==> src/rtl/instr_fetch_pkg.sv <==
// Shared definitions for the instruction fetch stage: the FSM state encoding,
// the default data and address widths, and the default halt opcode.
// The optional halt feature is enabled by the INSTR_FETCH_HALT_EN macro
// in the top level.
package instr_fetch_pkg;

  localparam int DATA_WIDTH = 16;
  localparam int ADDR_WIDTH = 16;

  // Opcode (top nibble of the instruction word) that stops fetching.
  localparam logic [3:0] HALT_OPCODE = 4'hF;

  // Width of the memory-latency wait counter; covers latencies 1..15.
  localparam int CNT_WIDTH = 4;

  typedef enum logic [1:0] {
    IDLE  = 2'd0,
    ISSUE = 2'd1,
    WAIT  = 2'd2,
    LOAD  = 2'd3
  } state_t;

endpackage

==> src/rtl/instr_fetch_pc_counter.sv <==
// Program counter register. It has a synchronous reset and a load port for
// jumps, and it increments with wraparound at addr_width bits. It has no
// dependency on the fetch FSM, so the branch unit can reuse it.
module pc_counter
  import instr_fetch_pkg::*;
#(
  parameter int addr_width = ADDR_WIDTH
) (
  input  logic                  clk,
  input  logic                  rst,
  input  logic                  load,
  input  logic [addr_width-1:0] load_value,
  input  logic                  inc,
  output logic [addr_width-1:0] count
);

  // Load has priority over increment; the increment wraps naturally.
  always_ff @(posedge clk) begin
    if (rst) begin
      count <= '0;
    end else if (load) begin
      count <= load_value;
    end else if (inc) begin
      count <= count + 1'b1;
    end
  end

endmodule

==> src/rtl/instr_fetch.sv <==
// Instruction fetch stage. It reads the word at the PC from a fixed-latency
// instruction memory, then hands the word to the instruction register with a
// one-cycle write-enable pulse, and then advances the PC.
// Optional feature: define INSTR_FETCH_HALT_EN. This adds a halt opcode
// that freezes the PC and blocks further requests until reset.
module instr_fetch
  import instr_fetch_pkg::*;
#(
  parameter int data_width  = DATA_WIDTH,
  parameter int addr_width  = ADDR_WIDTH,
  parameter int mem_latency = 2
`ifdef INSTR_FETCH_HALT_EN
  ,
  parameter logic [3:0] halt_opcode = HALT_OPCODE
`endif
) (
  input  logic                  clk,
  input  logic                  rst,
  input  logic                  fetch_req,
  input  logic                  jump_en,
  input  logic [addr_width-1:0] jump_addr,
  output logic [addr_width-1:0] mem_addr,
  output logic                  mem_rd_en,
  input  logic [data_width-1:0] mem_rdata,
  output logic [data_width-1:0] ir_data,
  output logic                  ir_we,
  output logic [addr_width-1:0] pc,
  output logic                  busy,
  output logic                  fetch_done
`ifdef INSTR_FETCH_HALT_EN
  ,
  output logic                  halted
`endif
);

  localparam logic [CNT_WIDTH-1:0] LAT_INIT = CNT_WIDTH'(mem_latency);

  state_t               state;
  state_t               state_next;
  logic [CNT_WIDTH-1:0] wait_cnt;
  logic                 pc_load;
  logic                 pc_inc;
  logic                 addr_load;
  logic                 capture;
  logic                 halt_hit;
  logic                 halt_block;

`ifdef INSTR_FETCH_HALT_EN
  assign halt_hit   = (ir_data[data_width-1 -: 4] == halt_opcode);
  assign halt_block = halted;

  // Once a halt word has been loaded, stay halted until reset.
  always_ff @(posedge clk) begin
    if (rst) begin
      halted <= 1'b0;
    end else if (state == LOAD && halt_hit) begin
      halted <= 1'b1;
    end
  end
`else
  assign halt_hit   = 1'b0;
  assign halt_block = 1'b0;
`endif

  pc_counter #(
    .addr_width(addr_width)
  ) u_pc (
    .clk       (clk),
    .rst       (rst),
    .load      (pc_load),
    .load_value(jump_addr),
    .inc       (pc_inc),
    .count     (pc)
  );

  // State, the latency counter, the registered memory address and the
  // captured instruction word.
  always_ff @(posedge clk) begin
    if (rst) begin
      state    <= IDLE;
      wait_cnt <= '0;
      mem_addr <= '0;
      ir_data  <= '0;
    end else begin
      state <= state_next;
      if (state == ISSUE) begin
        wait_cnt <= LAT_INIT;
      end else if (state == WAIT) begin
        wait_cnt <= wait_cnt - 1'b1;
      end
      // A jump issued together with a request is fetched immediately.
      if (addr_load) begin
        mem_addr <= jump_en ? jump_addr : pc;
      end
      if (capture) begin
        ir_data <= mem_rdata;
      end
    end
  end

  // Next-state logic and the per-state strobes. Requests reach the FSM only
  // in IDLE, so anything that arrives while busy is dropped.
  always_comb begin
    state_next = state;
    pc_load    = 1'b0;
    pc_inc     = 1'b0;
    addr_load  = 1'b0;
    capture    = 1'b0;
    mem_rd_en  = 1'b0;
    ir_we      = 1'b0;
    fetch_done = 1'b0;
    busy       = 1'b1;
    case (state)
      IDLE: begin
        busy = 1'b0;
        if (!halt_block) begin
          pc_load = jump_en;
          if (fetch_req) begin
            addr_load  = 1'b1;
            state_next = ISSUE;
          end
        end
      end
      ISSUE: begin
        mem_rd_en  = 1'b1;
        state_next = WAIT;
      end
      WAIT: begin
        // The read data is valid mem_latency cycles after the ISSUE cycle.
        if (wait_cnt == CNT_WIDTH'(1)) begin
          capture    = 1'b1;
          state_next = LOAD;
        end
      end
      LOAD: begin
        ir_we      = 1'b1;
        fetch_done = 1'b1;
        pc_inc     = !halt_hit;
        state_next = IDLE;
      end
      default: begin
        state_next = IDLE;
      end
    endcase
  end

endmodule

==> config.mk <==
export PLATFORM = sky130hd
export DESIGN_NAME = instr_fetch
export DESIGN_NICKNAME = d
export VERILOG_FILES = /design/src/rtl/instr_fetch_pkg.sv /design/src/rtl/instr_fetch_pc_counter.sv /design/src/rtl/instr_fetch.sv
export SDC_FILE = /design/constraint.sdc
export NUM_CORES = 1
export LEC_CHECK = 0
export BUFFER_PORTS_ARGS = -buffer_cell sky130_fd_sc_hd__buf_2
export CORE_MARGIN = 10
export CORE_UTILIZATION = 40
export CTS_CLUSTER_SIZE = 8
export DETAILED_ROUTE_END_ITERATION = 8
export PLACE_DENSITY_LB_ADDON = 0.25
export RECOVER_POWER = 25
export SLEW_MARGIN = 20
export SYNTH_ARGS = -nofsm -noshare
export SYNTH_HDL_FRONTEND = slang
export SYNTH_SLANG_ARGS = --single-unit
export TNS_END_PERCENT = 1
==> constraint.sdc <==
create_clock -name clk -period 4.1 [get_ports clk]
set_clock_uncertainty 0.1 [all_clocks]
set_input_delay 0.41 -clock clk [delete_from_list [all_inputs] [get_ports clk]]
set_output_delay 0.41 -clock clk [all_outputs]
set_load 0.005 [all_outputs]
==> out/metrics.csv <==
metric,value,unit
synth-adder-area-share,3.916,%
final_area,3060,um^2
vias,2170,
htree_levels,2,
r2r_slack,2090,ps
max_freq,496.4,MHz
cts.reportedPaths.clkPinSlew,100,ps
slowest_delay,720,ps
grt_use_total,12.68,%
dieWidth,99.94,um
seq_area_frac_synth,42.29,%
critPathLaunch,state[0],
cts_tree,yes,
ctsLongestPathBuffers,2,
crit_end,u_pc.count[6],
synth_compound_area_share,14.19,%
drc,0,
synth-simple-area-share,21.54,%
worst_r2r_path_depth,5,
coreArea,6277,um^2
slew_viol_final,0,
final-setup-viol-count,0,
grt_pass1_wl,10700,um
final.setup.tns,0,ps
antenna_found_initial,0,
grt_start_max_net_pins,55,
rsz0062_at_grt,no,
fp.dieH,99.94,um
critPathArrivalTime,2120,ps
place_area,2978,um^2
drtAntennaViolNets,0,
r2r_end,u_pc.count[6],
timing.final.crit_period,2015,ps
synth_top_family_by_area,simple AND/OR/NAND/NOR gates,
wirelength,6520,um
cp-start-kind,flop,
hp-class,in -> reg,
portBuffers,87,
syn_nets,332,
cts-resized-gates,0,
area_growth,19.73,%
maxCapViolations,0,
ios,88,
tightest_slew,1059,ps
drt_iter0_markers,63,
first_global_vias,2144,
r2r-start,state[0],
leakage,1.242,nW
cts_buffers,5,
hold_violations,0,
wl_per_cell,14.85,um
cpLargestDelayFamily,simple AND/OR/NAND/NOR gates,
crit_fanout,29,
finish.utilization,48.75,%
layout_commonest_cell,buf_2,
path_depth,5,
path_buf_inv,1,
final_cell_mix,"buf_2, dfxtp_1, nand2_1",
drtPass1Iterations,4,
clkSinkCount,54,
slew_headroom,29.39,%
holdBufCountCts,0,
avgSynthCellArea,8.876,um^2
num_rows,29,
muxShareOfSynthArea,6.265,%
antenna_cells,0,
required,4210,ps
initial_core_util,40.72,%
synth.distinct_cells,36,
viasPerCell,4.943,
fin_cells,439,
clkLatencyLatePin,300,ps
crit_slowest_cell,nand2_1,
syn-instance-count,288,
drive_gt1_share,22.65,%
yosys_warnings,0,
place_congestion,0.7601,
ys_ff_latch,54,
placedCellCount,431,
powerDensity,530.7,nW/um^2
dieArea,9988,um^2
fin_nets,405,
outcome,"finished, final reports clean",
netlist_area,2556,um^2
cts_root_buffer,clkbuf_8,
dpl.hpwl,4730,um
critical_path_class,reg -> reg,
post-cts-setup-buffers,0,
crit_path_cell_trace,inv_1 > ha_1 > nand2_1 > nor2_1 > a311oi_1,
ir_drop,0.0003073,V
grt-ovfl-total,0,
fin_crit_sh,49.14,%
endpoint_kind,flop,
synth-xor-area-share,5.482,%
-- metrics by stage --
stage / power (W) / setup WS (ps) / hold WS (ps)
floorplan: 0.001094 / 2395 / 352.7
global placement: 0.001276 / 1924 / 338.8
detailed placement: 0.001294 / 1886 / 345.0
CTS: 0.001651 / 1928 / 223.5
global route: 0.001750 / 1827 / 217.3
finish: 0.001624 / 2085 / 227.8
-- kinds of logic (layout without fill, tap and decap cells) --
logic type / count (synthesis) / after routing
compound gates: 53 / 53
xor+xnor: 16 / 16
fa+ha+maj: 8 / 8
buf+inv: 32 / 106
flops: 54 / 54
mux: 16 / 16
simple gates: 109 / 109
-- state kept, by name, summed over array words and instances (netlist names) --
signal	cells
mem_addr	16
state	2
ir_data	16
u_pc.count	16
wait_cnt	4
-- worst register-to-register path, stage by stage, from the launching register on --
cell	delay (ps)
dfxtp_1	400
inv_1	100
ha_1	260
nand2_1	720
nor2_1	90
a311oi_1	250
-- final cells by class --
| cell class | count | area, um^2 |
|---|---|---|
| clock buffers | 6 | 72.57 |
| fillers | 644 | 3217 |
| inverters | 10 | 37.54 |
| multi-input cells | 202 | 1321 |
| well taps | 77 | 96.34 |
| flip-flops and latches | 54 | 1081 |
| repair buffers | 88 | 414.1 |
| clock inverters | 2 | 37.54 |
-- report_power, final --
group          total, W  switching [W]  internal, W  leakage [nW]
sequential     0.000766       0.000125     0.000640         0.443
clock          0.000358       0.000175     0.000183        0.0514
combinational  0.000501       0.000269     0.000232         0.748
-- layer usage --
layer	vias to the layer above	global-route usage, %	routed length (um)
met5	-	0	0
li1	1136	-	-
met2	49	20.16	2986
met4	0	2.756	33
met3	4	4.945	491
met1	981	15.80	3008
-- synth_stat cells --
library cell   n  share of area, %
a211oi_1      25               7.3
a211oi_2       2              0.98
a21o_1         1              0.29
a21oi_1       18               3.5
a311oi_1       4               1.4
and2_1         1              0.24
and3_1         1              0.24
buf_2          6               1.2
buf_4          1              0.29
buf_6          4               1.8
clkbuf_1      11               1.6
dfxtp_1       54                42
ha_1           8               3.9
inv_1         10               1.5
mux2i_1       16               6.3
nand2_1       40               5.9
nand2b_1       4              0.98
nand3_1        4              0.78
nand4_1        3              0.73
nand4_2        1              0.49
nand4_4        1              0.83
nand4bb_1      1              0.44
nor2_1        34               5.0
nor2b_1        1              0.24
nor3_1        10               2.0
nor4_1         1              0.24
nor4_2         1              0.49
nor4_4         2               1.7
nor4b_1        1              0.34
nor4bb_1       1              0.39
o21ai_0        1              0.20
o22ai_1        2              0.49
or3_1          1              0.24
or3b_2         1              0.34
xnor2_1       11               3.8
xor2_1         5               1.7
-- worst min path at each step --
stage	start	to	slack, ps	cells past startpoint
3_5_place_dp	ir_data[13]	ir_data[13]	350	2
2_1_floorplan	ir_data[0]	ir_data[0]	350	2
3_3_place_gp	ir_data[6]	ir_data[6]	340	2
5_1_grt	mem_rdata[2]	ir_data[2]	220	3
4_1_cts	mem_rdata[7]	ir_data[7]	220	3
6_report	mem_rdata[7]	ir_data[7]	230	3
Note: power is estimated with default switching activity, not from simulation.
